--- src/rtl/inst_fetch_unit.sv ---
// inst_fetch_unit
//   Fetch stage of the multi-cycle RV32I core. Owns the PC and the instruction register.
//   It issues one word fetch at a time over a req/ready handshake, holds the fetched word
//   for decode, and advances or redirects the PC when control retires the held instruction.
//
// Ports
//   clk, rst                 core clock; synchronous active-high reset
//   imem_req/addr            fetch request and word address (addr == pc at all times)
//   imem_ready/rdata         memory response; rdata is taken in the cycle ready is high
//   ir_valid, inst, pc_out   held instruction, its valid flag, and its PC
//   ir_accept                control retires the held instruction
//   redirect_en/redirect_pc  with ir_accept: branch/jump target instead of pc+4
//   flush/flush_pc           abandon current work and restart at flush_pc
//   fetch_fault              misaligned target trapped (trap build only, otherwise 0)
//
// Configuration
//   FETCH_MISALIGN_TRAP_EN   when defined, a redirect/flush target with bits[1:0] != 0 parks
//                            the unit in a fault state until reset. When undefined, the low
//                            two target bits are simply cleared.

module inst_fetch_unit #(
    parameter logic [31:0] RESET_PC = 32'h0000_0000,
    parameter logic [31:0] NOP_INST = 32'h0000_0013
) (
    input  logic        clk,
    input  logic        rst,
    output logic        imem_req,
    output logic [31:0] imem_addr,
    input  logic        imem_ready,
    input  logic [31:0] imem_rdata,
    output logic        ir_valid,
    output logic [31:0] inst,
    output logic [31:0] pc_out,
    input  logic        ir_accept,
    input  logic        redirect_en,
    input  logic [31:0] redirect_pc,
    input  logic        flush,
    input  logic [31:0] flush_pc,
    output logic        fetch_fault
);

`ifdef FETCH_MISALIGN_TRAP_EN
    typedef enum logic [1:0] {StReq, StHold, StDrain, StFault} state_e;
`else
    typedef enum logic [1:0] {StReq, StHold, StDrain} state_e;
`endif

    state_e      state_q, state_d;
    logic [31:0] pc_q, pc_d;
    logic [31:0] inst_q, inst_d;
    logic        ir_valid_q, ir_valid_d;
    logic [31:0] drop_q, drop_d;      // restart target while draining an abandoned fetch
`ifdef FETCH_MISALIGN_TRAP_EN
    logic        fault_q, fault_d;
`endif

    // Common "jump to target" path shared by redirect, flush and drain completion.
    logic        load_en;
    logic [31:0] load_tgt;

    // State register
    always_ff @(posedge clk) begin
        if (rst) begin
            state_q    <= StReq;
            pc_q       <= RESET_PC;
            inst_q     <= NOP_INST;
            ir_valid_q <= 1'b0;
            drop_q     <= 32'h0000_0000;
`ifdef FETCH_MISALIGN_TRAP_EN
            fault_q    <= 1'b0;
`endif
        end else begin
            state_q    <= state_d;
            pc_q       <= pc_d;
            inst_q     <= inst_d;
            ir_valid_q <= ir_valid_d;
            drop_q     <= drop_d;
`ifdef FETCH_MISALIGN_TRAP_EN
            fault_q    <= fault_d;
`endif
        end
    end

    // Next-state logic
    always_comb begin
        state_d    = state_q;
        pc_d       = pc_q;
        inst_d     = inst_q;
        ir_valid_d = ir_valid_q;
        drop_d     = drop_q;
`ifdef FETCH_MISALIGN_TRAP_EN
        fault_d    = fault_q;
`endif
        load_en    = 1'b0;
        load_tgt   = 32'h0000_0000;

        unique case (state_q)
            StReq: begin
                if (imem_ready) begin
                    if (flush) begin
                        // Response arrives with the flush: the handshake completes, so the
                        // word is dropped and the new target loaded directly.
                        load_en  = 1'b1;
                        load_tgt = flush_pc;
                        inst_d   = NOP_INST;
                    end else begin
                        inst_d     = imem_rdata;
                        ir_valid_d = 1'b1;
                        state_d    = StHold;
                    end
                end else if (flush) begin
                    // Request cannot be withdrawn; finish it, then restart.
                    drop_d  = flush_pc;
                    state_d = StDrain;
                end
            end
            StHold: begin
                if (flush) begin
                    load_en  = 1'b1;
                    load_tgt = flush_pc;
                    inst_d   = NOP_INST;
                end else if (ir_accept) begin
                    if (redirect_en) begin
                        load_en  = 1'b1;
                        load_tgt = redirect_pc;
                    end else begin
                        pc_d       = pc_q + 32'd4;
                        ir_valid_d = 1'b0;
                        state_d    = StReq;
                    end
                end
            end
            StDrain: begin
                if (imem_ready) begin
                    // A flush in the completing cycle supersedes the stored target.
                    load_en  = 1'b1;
                    load_tgt = flush ? flush_pc : drop_q;
                end else if (flush) begin
                    drop_d = flush_pc;
                end
            end
`ifdef FETCH_MISALIGN_TRAP_EN
            StFault: begin
                ir_valid_d = 1'b0;
            end
`endif
            default: begin
                state_d    = StReq;
                ir_valid_d = 1'b0;
            end
        endcase

        if (load_en) begin
            ir_valid_d = 1'b0;
`ifdef FETCH_MISALIGN_TRAP_EN
            if (load_tgt[1:0] != 2'b00) begin
                fault_d = 1'b1;
                state_d = StFault;
            end else begin
                pc_d    = load_tgt;
                state_d = StReq;
            end
`else
            pc_d    = load_tgt & 32'hFFFF_FFFC;
            state_d = StReq;
`endif
        end
    end

    // Outputs
    always_comb begin
        imem_req = (state_q == StReq) || (state_q == StDrain);
    end

    assign imem_addr = pc_q;
    assign pc_out    = pc_q;
    assign inst      = inst_q;
    assign ir_valid  = ir_valid_q;
`ifdef FETCH_MISALIGN_TRAP_EN
    assign fetch_fault = fault_q;
`else
    assign fetch_fault = 1'b0;
`endif

endmodule
--- config.mk ---
export PLATFORM = sky130hd
export DESIGN_NAME = inst_fetch_unit
export DESIGN_NICKNAME = d
export VERILOG_FILES = /design/src/rtl/inst_fetch_unit.sv
export SDC_FILE = /design/constraint.sdc
export NUM_CORES = 1
export LEC_CHECK = 0
export CORE_ASPECT_RATIO = 0.9
export CORE_UTILIZATION = 43
export DETAILED_ROUTE_END_ITERATION = 6
export PLACE_DENSITY = 0.79
export SLEW_MARGIN = 10
export SYNTH_ARGS = -nofsm -noshare
export SYNTH_HDL_FRONTEND = slang
export SYNTH_SLANG_ARGS = --single-unit
--- constraint.sdc ---
create_clock -name clk -period 2.3 [get_ports clk]
set_input_delay 0.23 -clock clk [delete_from_list [all_inputs] [get_ports clk]]
set_output_delay 0.23 -clock clk [all_outputs]
set_load 0.01 [all_outputs]
==> metrics.cfg, run 1 <==
[setup_path]
path_class=input port to register
cp.arrival_ns=2.41
critPathLaunchType=input port
reg2reg_setup_slack_ns=0.17
crit_required_ns=2.56
worst_setup_path_end_kind=register
cp_max_fo=24

[yosys]
synth.cell_area_um2=5130
synth_most_common_cell=nand2_1
ys.flop_type=dfxtp_1
ys_ff_latch=95
ys_types=59
synth_xor_area_frac=0.00853
synth_compound_area_frac=0.289
yosys.area_share.simple=0.228
ys_warn_count=0
synthTopCellsByCount=129 x nand2_1, 95 x dfxtp_1, 53 x a21oi_1
synth_area_leader_cell=dfxtp_1
synth_top_area_share=0.371
synth.area.mux_share=0.00195
postSynthAreaPerCell_um2=7.61
syn_inst=674
async_flop_share=0
synth_area_leaders=dfxtp_1 37%, nand2_1 9.4%, a22oi_1 6.4%
synth_top_family_by_area=compound AO/OA/AOI/OAI gates
synthAdderAreaFrac=0.00244
synth_edf_count=0
yosysSeqAreaShare=0.371

[sta]
skew_ns=0.00907
slew_viol_final=0
setup_viol=0
hold_viol_final=0
fin_crit_sh=0.933
grt_setup_unrepaired=false
worst_pin_slew_ns=0.786
whs_ns=0.452
finalSetupTns_ns=0
max_freq_mhz=466
relSlewSlack=0.475
finalWorstSetupSlack_ns=0.154
period_needed_ns=2.15

[clock_network]
cts-root-buf=clkbuf_16
htree_levels=3
cts_setup_buffers=0
cts_tree=yes
clk_latency_ns=0.35
cts_sinks=95
clockBufferDepth=2
cts_buffers=9
clkTransAtPathRegs_ns=0.07

[power]
cellLeakagePower_uw=0.00267
power_frac_seq=0.434
ir_drop_v=0.000363
power_density_nw_per_um2=574
pwr-share-comb=0.232
switching_share=0.295
p_int_uw=3010
power.switching_uw=1260
p_total_uw=4270
clkPwrFrac=0.334

[place]
gp_congestion=0.910
numPortBuffers=191
dp_hpwl_um=12900
dp_cells=982
pre_cts_ws_ns=-0.103

[routing]
drtIter0Drc=719
wl_per_cell_um=17.8
wirelength_um=17800
drt_first_pass_iters=5
drc=0
vias=5868
vias_per_cell=5.88
ant_nets=0

[global_route]
grt_overflow=0
grt_first_pass_wirelength_um=27500
grt_usage=0.288
grt_max_degree=43
antenna_found_initial=0
grt_pass1_vias=5329

[die]
fp.dieW_um=117
dieArea_um2=12400
chipHeight_um=106
pin_count=201
rows=37
core_um2=11500
initial_utilization=0.445

[finish]
seq_area_um2=1900
fillers=958
nNetsFinal=940
syn_to_final_growth_pct=45.2
instances_no_fill=998
multiInputGateArea_um2=2760
drive_gt1_frac=0.0914
antennaDiodeCount=0

[hold_path]
hold_class=input port to register

[outcome]
status=complete, no violations

[job]
maxCapViolations=0

kinds of logic after synthesis:
family | after synthesis
AOI/OAI and AO/OA | 218
xor gates and xnor gates | 5
adders and majority gates | 1
buffers and inverters | 95
DFF | 95
muxes | 1
other | 1
and+or+nand+nor | 258
power groups by stage:
stage                     combinational, µW  clock (µW)  sequential, µW
after global routing                   1070        1500            1870
after detailed placement                975           0            1890
final                                   990        1430            1850
after CTS                               979        1440            1850
after global placement                  962           0            1880
after floorplan                         454           0            1890
cell type report:
type,instances,area share
clock buffer,9,0.0302
multi-input combinational,488,0.370
sequential,95,0.255
clock inverter,7,0.00773
inverter,6,0.00302
tap,156,0.0262
timing repair buffer,237,0.307
timing repair:
item                                    4_1_cts  5_1_grt
gates resized for setup                       0        1
hold buffers                                  0        0
endpoints found under the setup margin        0       23
worst max-delay path, cell delays in order:
cell,delay (ns)
clkdlybuf4s50_1,0.49
buf_4,0.25
nor2b_1,0.48
a22oi_1,0.12
o21ai_0,0.47
a221oi_1,0.11
a211oi_1,0.24
final timing paths:
path,startpoint,end,cells after the start
setup / recovery,flush,imem_addr[29]$_SDFFE_PP0P_,7
hold / removal,rst,drop_q[30]$_SDFFE_PP0P_,3
setup reg to reg,state_q[0]$_SDFFE_PP0P_,imem_addr[28]$_SDFFE_PP0P_,7
hold reg to reg,drop_q[13]$_SDFFE_PP0P_,drop_q[13]$_SDFFE_PP0P_,2
metal layers:
layer / routed length [µm] / share of wire / vias to the layer above / GRT usage
li1: - / - / 2750 / -
met1: 7480 / 0.42 / 2720 / 0.383
met4: 429 / 0.024 / 0 / 0.104
met5: 0 / 0 / - / 0
met2: 8060 / 0.45 / 359 / 0.439
met3: 1810 / 0.10 / 39 / 0.0834
per-stage QoR:
stage,instance area (µm²),utilization
2_1_floorplan,5150,-
3_3_place_gp,7160,0.622
3_5_place_dp,7160,0.622
4_1_cts,7450,0.646
5_1_grt,7450,0.646
6_report,7450,0.646
flip-flops by register name (all words and copies together) (netlist names):
name / cells
drop_q: 30
imem_addr: 30
inst: 32
ir_valid: 1
state_q: 2
layout by cell type, fill, tap and decap left out, types with 3 or more instances in the layout:
master	n
nand4_1	10
a21oi_1	53
nor4_1	9
clkinv_4	3
buf_4	43
inv_1	6
xor2_1	3
nor3_1	8
clkdlybuf4s50_1	190
a21boi_0	3
nor2_1	50
dfxtp_1	95
o21ai_0	38
nand2b_1	3
conb_1	5
nand3b_1	4
a211oi_1	6
a22o_1	4
nand2_1	129
a21o_1	4
a32o_1	3
and3_1	6
and4_1	3
nand3_1	17
clkbuf_16	9
nor2b_1	3
nor3_2	5
a221oi_1	17
a31oi_1	13
o22ai_1	3
buf_12	3
a22oi_1	44
a221o_1	10
Power figures use the tool's default switching activity.
==> run 2, diff against run 1 <==
--- a/config.mk
+++ b/config.mk
@@ -6,9 +6,9 @@
 export NUM_CORES = 1
 export LEC_CHECK = 0
 export CORE_ASPECT_RATIO = 0.9
-export CORE_UTILIZATION = 43
+export CORE_UTILIZATION = 40
 export DETAILED_ROUTE_END_ITERATION = 6
-export PLACE_DENSITY = 0.79
+export PLACE_DENSITY = 0.77
 export SLEW_MARGIN = 10
 export SYNTH_ARGS = -nofsm -noshare
 export SYNTH_HDL_FRONTEND = slang
==> constraint.sdc (replaced) <==
create_clock -name clk -period 1.9 [get_ports clk]
set_input_delay 0.19 -clock clk [delete_from_list [all_inputs] [get_ports clk]]
set_output_delay 0.19 -clock clk [all_outputs]
set_load 0.01 [all_outputs]
==> run 2 against run 1 <==
Sequential share of layout area shrank 1.8 points. Die area is 7.4% higher. Cell count increased by 5.8%. Critical path type is now register to register.
==> metrics.cfg, run 2 (synthesis results as in run 1) <==
[outcome]
status=complete, no violations

[setup_path]
crit_required_ns=2.15
critPathTopFamily=compound AO/OA/AOI/OAI gates
cp.arrival_ns=2.12
slowest_delay_ns=0.38
critPathLaunchType=register
worst_path_max_delay_cell=dfxtp_2
path_class=register to register
cp_max_fo=19
crit_buf_inv=3
worst_setup_path_end_kind=register
path_cells=buf_6 > and3b_1 > buf_12 > buf_4 > a221oi_1 > o311ai_1 > o211a_1

[die]
initial_utilization=0.418
dieArea_um2=13300
pin_count=201
core_um2=12300
fp.dieW_um=121
chipHeight_um=109
rows=38

[clock_network]
clkTransAtPathRegs_ns=0.07
cts_sinks=95
cts_buffers=9
cts_tree=yes
cts-root-buf=clkbuf_16
clk_latency_ns=0.35
clockBufferDepth=2
htree_levels=3

[finish]
finalCoreUtilization=0.657
syn_to_final_growth_pct=57.0
antennaDiodeCount=0
final_cell_mix=188 x clkdlybuf4s50_1, 129 x nand2_1, 91 x dfxtp_1
layout_commonest_cell=clkdlybuf4s50_1
multiInputGateArea_um2=2830
seq_area_um2=1910
nNetsFinal=995
instances_no_fill=1056
largest_reg_flops=32
fillers=1003
drive_gt1_frac=0.161

[power]
power_density_nw_per_um2=684
cellLeakagePower_uw=0.00303
ir_drop_v=0.000578
p_total_uw=5510

[global_route]
grt_usage=0.296
grt_first_pass_wirelength_um=30100
grt_pass1_vias=5612
grt_max_degree=49
grt_overflow=0
antenna_found_initial=0

[sta]
finalSetupTns_ns=0
fin_crit_sh=0.985
hold_viol_final=0
period_needed_ns=1.87
skew_ns=0.00620
setup_viol=0
relSlewSlack=0.604
max_freq_mhz=534
worst_pin_slew_ns=0.588
whs_ns=0.234
grt_setup_unrepaired=true
slew_viol_final=0

[place]
numPortBuffers=191
gp_congestion=0.942
dp_cells=1040
dp_hpwl_um=15100

[routing]
wl_per_cell_um=18.7
drt_first_pass_iters=6
drc=0
wirelength_um=19800
vias=6175
vias_per_cell=5.85
ant_nets=0
drtIter0Drc=670

[job]
maxCapViolations=0

[hold_path]
hold_class=input port to register

run 2: cell count changes in the layout (fill, tap and decap cells not counted), moves of 2 or more:
cell             delta
clkinvlp_4          -2
clkbuf_8            +3
nor4_1              -2
a221oi_1            -2
nor4_2              +2
buf_6               +2
dfxtp_2             +3
dfxtp_1             -4
dlygate4sd2_1       +2
buf_4              +47
buf_12              +6
clkdlybuf4s50_1     -2
clkinv_4            -2
run 2: repair_timing:
action | CTS | global route
pin swaps | 1 | 2
setup endpoints to repair | 15 | 22
setup buffers | 0 | 1
endpoints found under the hold margin | 0 | 0
resized for setup | 5 | 12
hold buffers | 0 | 0
run 2: worst paths after layout:
path	start	endpoint	slack, ns	depth (start not counted)
worst min-delay path	rst	inst[4]$_SDFFE_PP1P_	0.23	3
worst max register to register	state_q[1]$_SDFFE_PP0P_	imem_addr[5]$_SDFFE_PP0P_	0.03	7
worst max-delay path	state_q[1]$_SDFFE_PP0P_	imem_addr[5]$_SDFFE_PP0P_	0.03	7
worst min register to register	drop_q[5]$_SDFFE_PP0P_	drop_q[5]$_SDFFE_PP0P_	0.46	2
run 2: power by group:
group	internal [µW]	switching (µW)
sequential	2110	94.0
combinational	753	672
clock	1120	763
total	3980	1530
run 2: final cells by class:
type                    count  area share
multi-input cells         488       0.352
repair buffers            292       0.345
clock inverters             2     0.00481
flip-flops and latches     95       0.237
inverters                   6     0.00280
well taps                 160      0.0248
clock buffers              13      0.0335
run 2: through the flow:
step,area [µm²],worst slack (ns)
finish,8060,0.0288
global route,8060,-0.0117
CTS,8000,-0.0443
detailed placement,7680,-0.447
global placement,7680,-0.410
floorplan,5180,0.00753
run 2: tightest hold or removal path, stage by stage:
cell     delay [ns]
buf_2          0.09
inv_1          0.18
nand2_1        0.10
run 2: metal layers:
| layer | share of wire | vias up | track usage | wire length [µm] |
|---|---|---|---|---|
| met3 | 0.10 | 35 | 0.0726 | 2060 |
| met5 | 0 | - | 0 | 0 |
| li1 | - | 2868 | - | - |
| met2 | 0.44 | 371 | 0.442 | 8700 |
| met1 | 0.44 | 2901 | 0.423 | 8640 |
| met4 | 0.019 | 0 | 0.0785 | 372 |
==> run 3, diff against run 2 <==
--- a/config.mk
+++ b/config.mk
@@ -5,10 +5,13 @@
 export SDC_FILE = /design/constraint.sdc
 export NUM_CORES = 1
 export LEC_CHECK = 0
+export CELL_PAD_IN_SITES_DETAIL_PLACEMENT = 1
+export CELL_PAD_IN_SITES_GLOBAL_PLACEMENT = 1
 export CORE_ASPECT_RATIO = 0.9
-export CORE_UTILIZATION = 40
+export CORE_UTILIZATION = 28
 export DETAILED_ROUTE_END_ITERATION = 6
-export PLACE_DENSITY = 0.77
+export MAX_ROUTING_LAYER = met4
+export PLACE_DENSITY_LB_ADDON = 0.1
 export SLEW_MARGIN = 10
 export SYNTH_ARGS = -nofsm -noshare
 export SYNTH_HDL_FRONTEND = slang
==> run 3 against run 2 <==
Die area up 42%. First-iteration DRC count down 34%. Maximum frequency up 0.76%. Via count down 0.49%. Setup slack better by 0.014 ns. Clock power up 4%. Sequential share of layout area down 0.52 points. Count of clock-buffer cells in the layout down 4. Power up 2.7%.
==> metrics.cfg, run 3 (synthesis results as in run 1) <==
[clock_network]
cts-root-buf=clkbuf_16
clk_latency_ns=0.35
clockBufferDepth=2
cts_buffers=9
clkTransAtPathRegs_ns=0.07
cts_sinks=95
htree_levels=3
cts_tree=yes

[routing]
drt_first_pass_iters=4
vias=6145
ant_nets=0
drc=0
wl_per_cell_um=20.4
vias_per_cell=5.34
drtIter0Drc=442
wirelength_um=23500

[finish]
layout_commonest_cell=clkdlybuf4s50_1
syn_to_final_growth_pct=61.6
largest_reg_flops=32
nNetsFinal=1011
final_cell_mix=187 x clkdlybuf4s50_1, 128 x nand2_1, 108 x buf_4
drive_gt1_frac=0.182
instances_no_fill=1151
antennaDiodeCount=0

[global_route]
grtUsageMet3=0.0470
grt_max_degree=42
grt_overflow=0
antenna_found_initial=0
grt_usage=0.260
grt_pass1_vias=6162
grt_use_met2=0.372
grt_first_pass_wirelength_um=35300
grt_busiest_layer=met2
gr-usage-met1=0.372

[sta]
finalWorstSetupSlack_ns=0.0429
setup_viol=0
slew_viol_final=0
relSlewSlack=0.556
grt_setup_unrepaired=false
hold_viol_final=0
period_needed_ns=1.86
skew_ns=0.00727
max_freq_mhz=538
worst_pin_slew_ns=0.659
fin_crit_sh=0.977

[setup_path]
cp.arrival_ns=2.12
reg2reg_setup_slack_ns=0.04
worstRegToRegCells=6
critPathLaunchType=register
r2r-start=imem_addr[18]$_SDFFE_PP0P_
critPathLaunch=imem_addr[18]$_SDFFE_PP0P_
crit_end=imem_addr[29]$_SDFFE_PP0P_
cp_max_fo=3
crit_required_ns=2.16
slowest_delay_ns=0.43
timing.rr.end=imem_addr[29]$_SDFFE_PP0P_
path_class=register to register
path_cells=nand3_1 > or3_1 > nor4_1 > buf_4 > nand4_1 > a211oi_1
worst_path_max_delay_cell=or3_1
worst_setup_path_end_kind=register

[power]
p_int_uw=4030
clkPwrFrac=0.348
power_frac_seq=0.389
power.switching_uw=1630
ir_drop_v=0.000411
power_density_nw_per_um2=683
cellLeakagePower_uw=0.00313
switching_share=0.289
pwr-share-comb=0.264

[die]
pin_count=201
dieArea_um2=18900
fp.dieW_um=145
rows=46
initial_utilization=0.289
chipHeight_um=130
core_um2=17800

[place]
dp_cells=1136
dp_hpwl_um=18500
gp_congestion=0.886
pre_cts_ws_ns=-0.430
numPortBuffers=191

[job]
maxCapViolations=0

[hold_path]
hold_class=input port to register

[outcome]
status=complete, no violations

[run 3: cell count changes in the layout (fill, tap and decap cells not counted), moves of 3 or more]
cell / previous run / this run
buf_4: 90 / 108
dfxtp_4: 1 / 5
clkbuf_8: 3 / 0
a221oi_2: 3 / 8
a221oi_1: 15 / 11
[run 3: how the worst min path moves through the flow]
stage                      startpoint                 endpoint  slack (ns)  cells after the start
2_1_floorplan              imem_ready  state_q[1]$_SDFFE_PP0P_        0.27                      1
3_3_place_gp   drop_q[5]$_SDFFE_PP0P_   drop_q[5]$_SDFFE_PP0P_        0.44                      2
3_5_place_dp   drop_q[4]$_SDFFE_PP0P_   drop_q[4]$_SDFFE_PP0P_        0.45                      2
4_1_cts                           rst    inst[27]$_SDFFE_PP0P_        0.41                      3
5_1_grt                           rst    inst[31]$_SDFFE_PP0P_        0.43                      3
6_report                          rst    inst[27]$_SDFFE_PP0P_        0.42                      3
[run 3: layer usage]
layer / routed length, µm / vias to the layer above
met2: 10100 / 222
li1: - / 2888
met4: 304 / 0
met5: 0 / -
met3: 1450 / 27
met1: 11700 / 3008
[run 3: power groups by stage]
stage | clock, µW | sequential, µW | combinational (µW)
finish | 1970 | 2200 | 1490
global route | 2100 | 2210 | 1600
CTS | 2030 | 2200 | 1480
detailed placement | 0 | 2250 | 1470
global placement | 0 | 2240 | 1450
floorplan | 0 | 2290 | 551
[run 3: final cells by class]
| type | instances | area, µm² |
|---|---|---|
| fill | 2102 | 9490 |
| timing repair buffer | 308 | 2890 |
| clock buffer | 9 | 225 |
| tap | 240 | 300 |
| sequential | 95 | 1920 |
| multi-input combinational | 488 | 2850 |
| clock inverter | 5 | 83.8 |
| inverter | 6 | 22.5 |
[run 3: through the flow]
stage               setup TNS, ns   util  total power, µW  hold WS, ns  instance area, µm²
detailed placement         -11.26  0.444             3720        0.449                7890
floorplan                       0      -             2840        0.269                5180
CTS                             0  0.463             5710        0.406                8230
global route                    0  0.466             5910        0.433                8290
finish                          0  0.466             5660        0.417                8290
global placement            -9.12  0.444             3690        0.442                7890
[run 3: critical path, delay by kind of cell (launching register included)]
kind | cells | cell delay, ns
flops | 1 | 0.36
compound gates | 1 | 0.26
simple gates | 4 | 0.98
buf+inv | 1 | 0.17
[run 3: repair_timing]
action / 4_1_cts / 5_1_grt
setup endpoints to repair: 16 / 16
resized for setup: 11 / 15
pin swaps: 4 / 8
setup buffers: 1 / 0
hold buffers: 0 / 0
